[src/rtl/gb_pkg.sv]
`default_nettype none
// ----------------------------------------------------------------------------
// gb_pkg : constants and types shared by the Game Boy LCD capture and VGA scan-out
// Rev 1.0
// ----------------------------------------------------------------------------
package gb_pkg;

  localparam int GB_H_PIXELS = 160;
  localparam int GB_V_LINES  = 144;
  localparam int FB_ADDR_W   = 15;
  localparam int FB_DEPTH    = GB_H_PIXELS * GB_V_LINES;

  typedef logic [1:0] pixel_t;

  typedef enum logic [0:0] {
    WAIT_FRAME = 1'b0,
    ACTIVE     = 1'b1
  } cap_state_e;

endpackage : gb_pkg
`default_nettype wire

[src/rtl/gb_sync_edge.sv]
`default_nettype none
// ----------------------------------------------------------------------------
// gb_sync_edge : multi-stage synchroniser with registered rise/fall detect and
//                an equally delayed side lane for level signals
// Rev 1.0
// ----------------------------------------------------------------------------
module gb_sync_edge
  import gb_pkg::*;
#(
  parameter int STAGES = 2,
  parameter int DATA_W = 1
) (
  input  logic              clk,
  input  logic              rst,
  input  logic              sig_i,
  input  logic [DATA_W-1:0] data_i,
  output logic              rise_o,
  output logic              fall_o,
  output logic [DATA_W-1:0] data_o
);

  logic [STAGES-1:0]             sig_q;
  logic [STAGES-1:0][DATA_W-1:0] data_q;
  logic                          sig_prev_q;

  // data_o leaves the same stage as the edge pulse so a pixel pairs with its cp edge
  always_ff @(posedge clk) begin
    if (rst) begin
      sig_q      <= '0;
      data_q     <= '0;
      sig_prev_q <= 1'b0;
      rise_o     <= 1'b0;
      fall_o     <= 1'b0;
      data_o     <= '0;
    end else begin
      sig_q      <= {sig_q[STAGES-2:0], sig_i};
      data_q     <= {data_q[STAGES-2:0], data_i};
      sig_prev_q <= sig_q[STAGES-1];
      rise_o     <= sig_q[STAGES-1] & ~sig_prev_q;
      fall_o     <= ~sig_q[STAGES-1] & sig_prev_q;
      data_o     <= data_q[STAGES-1];
    end
  end

endmodule : gb_sync_edge
`default_nettype wire

[src/rtl/gb_lcd_capture.sv]
`default_nettype none
// ----------------------------------------------------------------------------
// gb_lcd_capture : samples the Game Boy LCD bus and produces framebuffer writes
// Rev 1.0
// ----------------------------------------------------------------------------
module gb_lcd_capture
  import gb_pkg::*;
#(
  parameter int H_PIXELS    = GB_H_PIXELS,
  parameter int V_LINES     = GB_V_LINES,
  parameter int ADDR_W      = FB_ADDR_W,
  parameter int SYNC_STAGES = 2,
  parameter int INVERT_DATA = 1
) (
  input  logic              clk,
  input  logic              rst,
  input  logic              gb_cp,
  input  logic              gb_hs,
  input  logic              gb_vs,
  input  logic [1:0]        gb_d,
  input  logic              err_clr,
  output logic [ADDR_W-1:0] wr_addr,
  output logic [1:0]        wr_data,
  output logic              wr_en,
  output logic              frame_done,
  output logic              capturing,
  output logic              line_err,
  output logic              frame_err
);

  localparam int XW = $clog2(H_PIXELS + 2);
  localparam int YW = $clog2(V_LINES + 1);
  localparam logic [XW-1:0]     X_FULL    = XW'(H_PIXELS);
  localparam logic [XW-1:0]     X_SAT     = XW'(H_PIXELS + 1);
  localparam logic [YW-1:0]     Y_LAST    = YW'(V_LINES - 1);
  localparam logic [YW-1:0]     Y_SAT     = YW'(V_LINES);
  localparam logic [ADDR_W-1:0] LINE_STEP = ADDR_W'(H_PIXELS);

  logic   cp_fall, unused_cp_rise, hs_rise, unused_hs_fall, vs_sync;
  pixel_t pix_sync;

  gb_sync_edge #(.STAGES(SYNC_STAGES), .DATA_W(2)) u_cp_sync (
    .clk    (clk),
    .rst    (rst),
    .sig_i  (gb_cp),
    .data_i (gb_d),
    .rise_o (unused_cp_rise),
    .fall_o (cp_fall),
    .data_o (pix_sync)
  );

  gb_sync_edge #(.STAGES(SYNC_STAGES), .DATA_W(1)) u_hs_sync (
    .clk    (clk),
    .rst    (rst),
    .sig_i  (gb_hs),
    .data_i (gb_vs),
    .rise_o (hs_rise),
    .fall_o (unused_hs_fall),
    .data_o (vs_sync)
  );

  logic   ev_fall_q, ev_rise_q, ev_vs_q;
  pixel_t ev_pix_q, pix_w;

  generate
    if (INVERT_DATA != 0) begin : g_invert
      assign pix_w = ~ev_pix_q;
    end else begin : g_plain
      assign pix_w = ev_pix_q;
    end
  endgenerate

  cap_state_e        state_q, state_d;
  logic [XW-1:0]     x_q, x_d, x_px;
  logic [YW-1:0]     y_q, y_d;
  logic [ADDR_W-1:0] base_q, base_d, wr_addr_q, wr_addr_d;
  pixel_t            wr_data_q, wr_data_d;
  logic              wr_en_q, wr_en_d, frame_done_q, frame_done_d;
  logic              line_err_q, line_err_d, frame_err_q, frame_err_d;

  always_ff @(posedge clk) begin
    if (rst) begin
      ev_fall_q    <= 1'b0;
      ev_rise_q    <= 1'b0;
      ev_vs_q      <= 1'b0;
      ev_pix_q     <= '0;
      state_q      <= WAIT_FRAME;
      x_q          <= '0;
      y_q          <= '0;
      base_q       <= '0;
      wr_addr_q    <= '0;
      wr_data_q    <= '0;
      wr_en_q      <= 1'b0;
      frame_done_q <= 1'b0;
      line_err_q   <= 1'b0;
      frame_err_q  <= 1'b0;
    end else begin
      ev_fall_q    <= cp_fall;
      ev_rise_q    <= hs_rise;
      ev_vs_q      <= vs_sync;
      ev_pix_q     <= pix_sync;
      state_q      <= state_d;
      x_q          <= x_d;
      y_q          <= y_d;
      base_q       <= base_d;
      wr_addr_q    <= wr_addr_d;
      wr_data_q    <= wr_data_d;
      wr_en_q      <= wr_en_d;
      frame_done_q <= frame_done_d;
      line_err_q   <= line_err_d;
      frame_err_q  <= frame_err_d;
    end
  end

  always_comb begin
    state_d      = state_q;
    x_d          = x_q;
    x_px         = x_q;
    y_d          = y_q;
    base_d       = base_q;
    wr_en_d      = 1'b0;
    wr_addr_d    = wr_addr_q;
    wr_data_d    = wr_data_q;
    frame_done_d = 1'b0;
    line_err_d   = line_err_q & ~err_clr;
    frame_err_d  = frame_err_q & ~err_clr;

    case (state_q)
      WAIT_FRAME: begin
        if (ev_rise_q && ev_vs_q) begin
          x_d     = '0;
          y_d     = '0;
          base_d  = '0;
          state_d = ACTIVE;
        end
      end
      ACTIVE: begin
        if (ev_fall_q) begin
          if (x_q < X_FULL && y_q < Y_SAT) begin
            wr_en_d   = 1'b1;
            wr_addr_d = base_q + ADDR_W'(x_q);
            wr_data_d = pix_w;
          end
          if (x_q != X_SAT) x_px = x_q + 1'b1;
        end
        x_d = x_px;
        // a coincident pixel has already advanced x_px, so the length check sees it
        if (ev_rise_q) begin
          if (x_px != X_FULL) line_err_d = 1'b1;
          x_d = '0;
          if (ev_vs_q) begin
            if (y_q == Y_LAST) frame_done_d = 1'b1;
            else               frame_err_d  = 1'b1;
            y_d    = '0;
            base_d = '0;
          end else if (y_q != Y_SAT) begin
            y_d    = y_q + 1'b1;
            base_d = base_q + LINE_STEP;
            if (y_q == Y_LAST) frame_err_d = 1'b1;
          end
        end
      end
      default: state_d = WAIT_FRAME;
    endcase
  end

  assign wr_addr    = wr_addr_q;
  assign wr_data    = wr_data_q;
  assign wr_en      = wr_en_q;
  assign frame_done = frame_done_q;
  assign capturing  = (state_q == ACTIVE);
  assign line_err   = line_err_q;
  assign frame_err  = frame_err_q;

endmodule : gb_lcd_capture
`default_nettype wire

[config.mk]
export PLATFORM = sky130hd
export DESIGN_NAME = gb_lcd_capture
export DESIGN_NICKNAME = d
export VERILOG_FILES = /design/src/rtl/gb_pkg.sv /design/src/rtl/gb_sync_edge.sv /design/src/rtl/gb_lcd_capture.sv
export SDC_FILE = /design/constraint.sdc
export NUM_CORES = 1
export LEC_CHECK = 0
export ABC_AREA = 1
export ABC_CLOCK_PERIOD_IN_PS = 3900
export CAP_MARGIN = 20
export CELL_PAD_IN_SITES_DETAIL_PLACEMENT = 0
export CELL_PAD_IN_SITES_GLOBAL_PLACEMENT = 1
export CORE_MARGIN = 1
export CORE_UTILIZATION = 44
export DETAILED_ROUTE_END_ITERATION = 16
export PLACE_DENSITY_LB_ADDON = 0.3
export SETUP_SLACK_MARGIN = 0.3
export SKIP_LAST_GASP = 1
export SLEW_MARGIN = 20
export SYNTH_ARGS = -nofsm -noshare
export SYNTH_HDL_FRONTEND = slang
export SYNTH_SLANG_ARGS = --single-unit
export TNS_END_PERCENT = 50
[constraint.sdc]
create_clock -name clk -period 3.9 [get_ports clk]
set_clock_uncertainty 0.1 [all_clocks]
set_input_delay 0.39 -clock clk [delete_from_list [all_inputs] [get_ports clk]]
set_output_delay 0.39 -clock clk [all_outputs]
set_load 0.01 [all_outputs]
==> results of run 1 <==
-- per-stage QoR --
step,utilization (%),std cells,instance area (um^2)
CTS,53.7,567,3690
finish,53.7,567,3690
global placement,51.1,551,3510
detailed placement,51.1,551,3510
global route,53.7,567,3690
floorplan,-,436,3160
-- Yosys cell counts --
| master | count |
|---|---|
| o21a_1 | 1 |
| nand2_2 | 4 |
| o21ai_1 | 2 |
| buf_4 | 1 |
| nor2_2 | 2 |
| inv_1 | 65 |
| conb_1 | 1 |
| dfxtp_1 | 70 |
| xnor2_1 | 5 |
| ha_1 | 9 |
| nand3_2 | 1 |
| o21ai_2 | 3 |
| a22oi_1 | 1 |
| nand2_4 | 2 |
| nand4_2 | 2 |
| nand3_1 | 24 |
| nor3_1 | 7 |
| buf_2 | 2 |
| xor2_1 | 3 |
| nand4_1 | 4 |
| o21bai_1 | 1 |
| nor2_1 | 56 |
| clkinv_1 | 2 |
| a21boi_1 | 1 |
| nor2_4 | 1 |
| nor4_1 | 1 |
| o21ai_0 | 27 |
| or2_2 | 3 |
| a21oi_2 | 3 |
| a21oi_1 | 31 |
| buf_1 | 3 |
| nand2_1 | 89 |
| clkbuf_1 | 2 |
| inv_2 | 4 |
| buf_6 | 3 |
-- critical path, stage by stage --
cell and delay (ps):
clkdlybuf4s50_1 860, inv_1 530, nand2_2 300, nand2_1 70
a21boi_1 120
-- final cells by class --
| cell class | count | area, um^2 |
|---|---|---|
| multi-input cells | 284 | 1430 |
| inverters | 71 | 267 |
| well taps | 96 | 120 |
| clock buffers | 9 | 124 |
| flip-flops and latches | 70 | 1400 |
| fillers | 689 | 3180 |
| repair buffers | 30 | 298 |
| clock inverters | 7 | 56.3 |
-- sequential cells by signal (all words and copies together) (netlist names), 4 cells and up --
register          flops
u_cp_sync.data_q      4
base_q               10
y_q                   8
wr_addr              15
x_q                   8
-- report_power, final --
group	total, uW	internal [uW]	switching, uW	leakage (uW)
registers	723	721	2.11	0.000566
clock network	534	238	295	0.0000906
logic	31.3	12.3	19.0	0.000879
total	1290	972	317	0.00154
-- path summary, 6_finish.rpt --
kind	start	to	slack (ps)	cells after the start
worst max-delay path	rst	wr_addr[11]	1750	5
worst min-delay path	u_hs_sync.sig_prev_q	u_hs_sync.rise_o	290	1
worst min register to register	u_hs_sync.sig_prev_q	u_hs_sync.rise_o	290	1
worst max register to register	x_q[6]	wr_addr[12]	2070	9
-- kinds of logic (layout without fill, tap and decap cells) --
group / after synthesis / after routing / synth area share [%]
adders and majority gates: 9 / 9 / 3.56
other: 1 / 1 / 0.119
buffers and inverters: 82 / 117 / 10.6
and+or+nand+nor: 196 / 196 / 27.1
xor gates and xnor gates: 8 / 8 / 2.22
DFF: 70 / 70 / 44.3
AOI/OAI and AO/OA: 70 / 70 / 12.1
-- per-layer routing --
layer / GRT usage [%] / vias up
li1: - / 1431
met1: 23.7 / 1183
met2: 29.6 / 41
met3: 4.57 / 9
met4: 7.42 / 0
met5: 0 / -
==> impl_metrics.yaml, run 1 <==
status:
  status: "finished, final reports clean"
timing:
  finalHoldViolCount: 0
  min_period_over_period_pct: 55.2
  slew_headroom_pct: 51.4
  final-setup-viol-count: 0
  tightest_slew_ps: 729
  slew_viol_final: 0
  setup_tns_ps: 0
  fin_ws_ps: 1750
  rsz0062_at_grt: "no"
  holdWs_ps: 288
  min_period_ps: 2150
  max_freq_mhz: 465
placed_design:
  gp_congestion: 0.793
  portBuffers: 29
  dp_slack_ps: 1330
  dpl.hpwl_mm: 4.38
setup_path:
  worstPathRequired_ps: 4030
  arrival_ps: 2280
  start_kind: "input pin"
  cp_max_fo: 23
  cp-end-kind: "flop"
  critPathKind: "in -> reg"
floorplan:
  die_h_um: 86.8
  ioPinCount: 30
  rows: 30
  dieArea_um2: 7530
  start_util_pct: 46.0
  die_w_um: 86.8
  coreArea_um2: 6870
logic_synthesis:
  synth_area_leaders: "dfxtp_1 (44%), nand2_1 (11%), inv_1 (7.7%)"
  syn_area_um2: 3160
  synth_top_area_share_pct: 44.3
  syn_area_per_cell_um2: 7.25
  yosysWarnings: 0
  yosys.area.top_type: "dfxtp_1"
  synth.distinct_cells: 35
  synth.yosys.seq_area_share_pct: 44.3
  synthCells: 436
  synth_seq_cells: 70
  syn-num-nets: 453
power:
  power_density_nw_per_um2: 349
  leakage_uw: 0.00154
  ir_drop_mv: 0.228
  totalPowerFinal_uw: 1290
finish:
  nets: 483
  synthToLayoutAreaGrowth_pct: 16.7
  n_antenna_cell: 0
  drive_above_1_share_pct: 8.92
  final_common_cell: "nand2_1"
  mostFrequentLayoutCells: "nand2_1 (89), dfxtp_1 (70), inv_1 (65), nor2_1 (56), a21oi_1 (31)"
global_route:
  overflow: 0
  grt_max_degree: 26
  grt_pass1_wl_mm: 10.8
  antenna_found_initial: 0
  grt_util_all_layers_pct: 18.4
  grt_pass1_vias: 2455
detailed_routing:
  totalWireLength_mm: 6.11
  drcViolationCount: 0
  avgRoutedWirePerCell_um: 10.8
  drtIter0Drc: 143
  postRouteAntennaNets: 0
  wl_met3_um: 217
  m1WireLength_mm: 3.04
  drt-pass1-iter-count: 4
  top_layer: "met4"
  routed-via-count: 2664
  vias_per_cell: 4.70
  wl_met2_mm: 2.75
clock_tree:
  cts_made_buffers: 9
  clock-sinks: 70
  clkTransAtPathRegs_ps: 80
  postCtsSetupBuffers: 0
  cts_tree: "yes"
  clockBufferDepth: 2
  cts_root_buf: "clkbuf_8"
  htree_levels: 3
  ctsHoldBuffers: 0
  clock_latency_ps: 340
  ctsResizeCount: 0
job:
  max-cap-violations: 0
min_path:
  holdCritPathClass: "reg -> reg"
No activity file was read; power rests on OpenSTA's default activity.
==> inputs of run 2 (changes only) <==
- ABC_CLOCK_PERIOD_IN_PS: 3900 -> 2250
- CORE_UTILIZATION: 44 -> 41
- clock period: 3.9 -> 2.25 ns (I/O delays scaled with it)
==> impl_metrics.yaml, run 2 (same netlist as run 1, synthesis figures left out) <==
status:
  status: "finished, final reports clean"
clock_tree:
  cts_tree: "yes"
  htree_levels: 3
  cts_root_buf: "clkbuf_8"
  cts_made_buffers: 9
  clock_latency_ps: 350
  clock-sinks: 70
  ctsHoldBuffers: 0
  clkTransAtPathRegs_ps: 80
  postCtsSetupBuffers: 0
  clockBufferDepth: 2
  ctsResizeCount: 0
setup_path:
  worstPathCellList: "ha_1 -> nand2_1 -> nand2_1 -> a21oi_2 -> nor2_1 -> nand2_1 -> nand2_1 -> nand2_1 -> o21ai_0 -> inv_1"
  start_kind: "flop"
  cp_max_fo: 6
  arrival_ps: 1930
  crit_family: "simple AND/OR/NAND/NOR gates"
  cp-end-kind: "flop"
  path_common_cell: "nand2_1"
  max_stage_delay_ps: 360
  path_buf_inv: 1
  critical-path-slowest-cell: "dfxtp_1"
  critPathKind: "reg -> reg"
  worstPathRequired_ps: 2400
global_route:
  antenna_found_initial: 0
  overflow: 0
  grt_util_met2_pct: 25.9
  grt_pass1_vias: 2413
  grt_max_degree: 35
  grt_pass1_wl_mm: 10.8
  use_met1_pct: 21.9
  grt_util_all_layers_pct: 16.8
  grtUsageMet3_pct: 3.38
  top_usage_layer: "met2"
detailed_routing:
  postRouteAntennaNets: 0
  drtIter0Drc: 94
  routed-via-count: 2690
  drcViolationCount: 0
  drt-pass1-iter-count: 4
  totalWireLength_mm: 6.41
  avgRoutedWirePerCell_um: 11.2
  vias_per_cell: 4.71
finish:
  n_antenna_cell: 0
  synthToLayoutAreaGrowth_pct: 18.8
  largest_reg_flops: 15
  final_common_cell: "nand2_1"
  drive_above_1_share_pct: 9.32
  nets: 484
  mostFrequentLayoutCells: "nand2_1 (89), dfxtp_1 (70), inv_1 (65), nor2_1 (56), a21oi_1 (30)"
  final_area_um2: 3760
floorplan:
  die_h_um: 89.8
  die_w_um: 89.8
  coreArea_um2: 7370
  ioPinCount: 30
  rows: 31
  dieArea_um2: 8070
  start_util_pct: 42.9
power:
  leakage_uw: 0.00156
  ir_drop_mv: 0.366
  power_density_nw_per_um2: 658
timing:
  slew_headroom_pct: 57.5
  final-setup-viol-count: 0
  slew_viol_final: 0
  max_freq_mhz: 562
  tightest_slew_ps: 635
  setup_tns_ps: 0
  rsz0062_at_grt: "no"
  min_period_over_period_pct: 79.1
  finalHoldViolCount: 0
  fin_ws_ps: 471
  min_period_ps: 1780
placed_design:
  placed_area_um2: 3520
  dpl.hpwl_mm: 4.61
  gp_congestion: 0.761
  dp_slack_ps: 460
  portBuffers: 29
min_path:
  holdCritPathClass: "in -> reg"
job:
  max-cap-violations: 0
## run 2: tightest hold or removal path, delay by kind of cell
| kind | cells | cell delay [ps] |
|---|---|---|
| buffers and inverters | 2 | 440 |
| and+or+nand+nor | 1 | 30 |
## run 2: worst paths after layout
kind	start	to	slack, ps	cells past startpoint
worst min-delay path	gb_vs	u_hs_sync.data_q[0]	280	3
worst max register to register	x_q[6]	wr_addr[13]	470	10
worst max-delay path	x_q[6]	wr_addr[13]	470	10
worst min register to register	u_hs_sync.sig_q[0]	u_hs_sync.sig_q[1]	300	2
## run 2: report_power, final
part	internal, uW	switching (uW)	total, uW
logic	22.5	33.4	55.9
registers	1250	3.87	1250
clock network	662	499	1160
## run 2: per-stage QoR
step	utilization [%]	total power, uW	hold slack, ps	cells
after floorplan	-	1320	232	436
after global placement	47.8	1340	277	555
after detailed placement	47.8	1340	291	555
after CTS	50.9	2510	263	571
after global routing	51.0	2570	278	571
final	51.0	2470	283	571
## run 2: per-layer routing
metal | vias up | wire length [um]
met5 | - | 0
met4 | 0 | 132
met3 | 11 | 230
met2 | 48 | 2820
met1 | 1196 | 3230
li1 | 1435 | -
## run 2: area by class of cell
type / count / area (um^2)
Fill cell: 741 / 3610
Clock inverter: 6 / 93.8
Sequential cell: 70 / 1400
Inverter: 71 / 267
Multi-Input combinational cell: 284 / 1430
Clock buffer: 10 / 138
Timing Repair Buffer: 31 / 305
Tap cell: 99 / 124
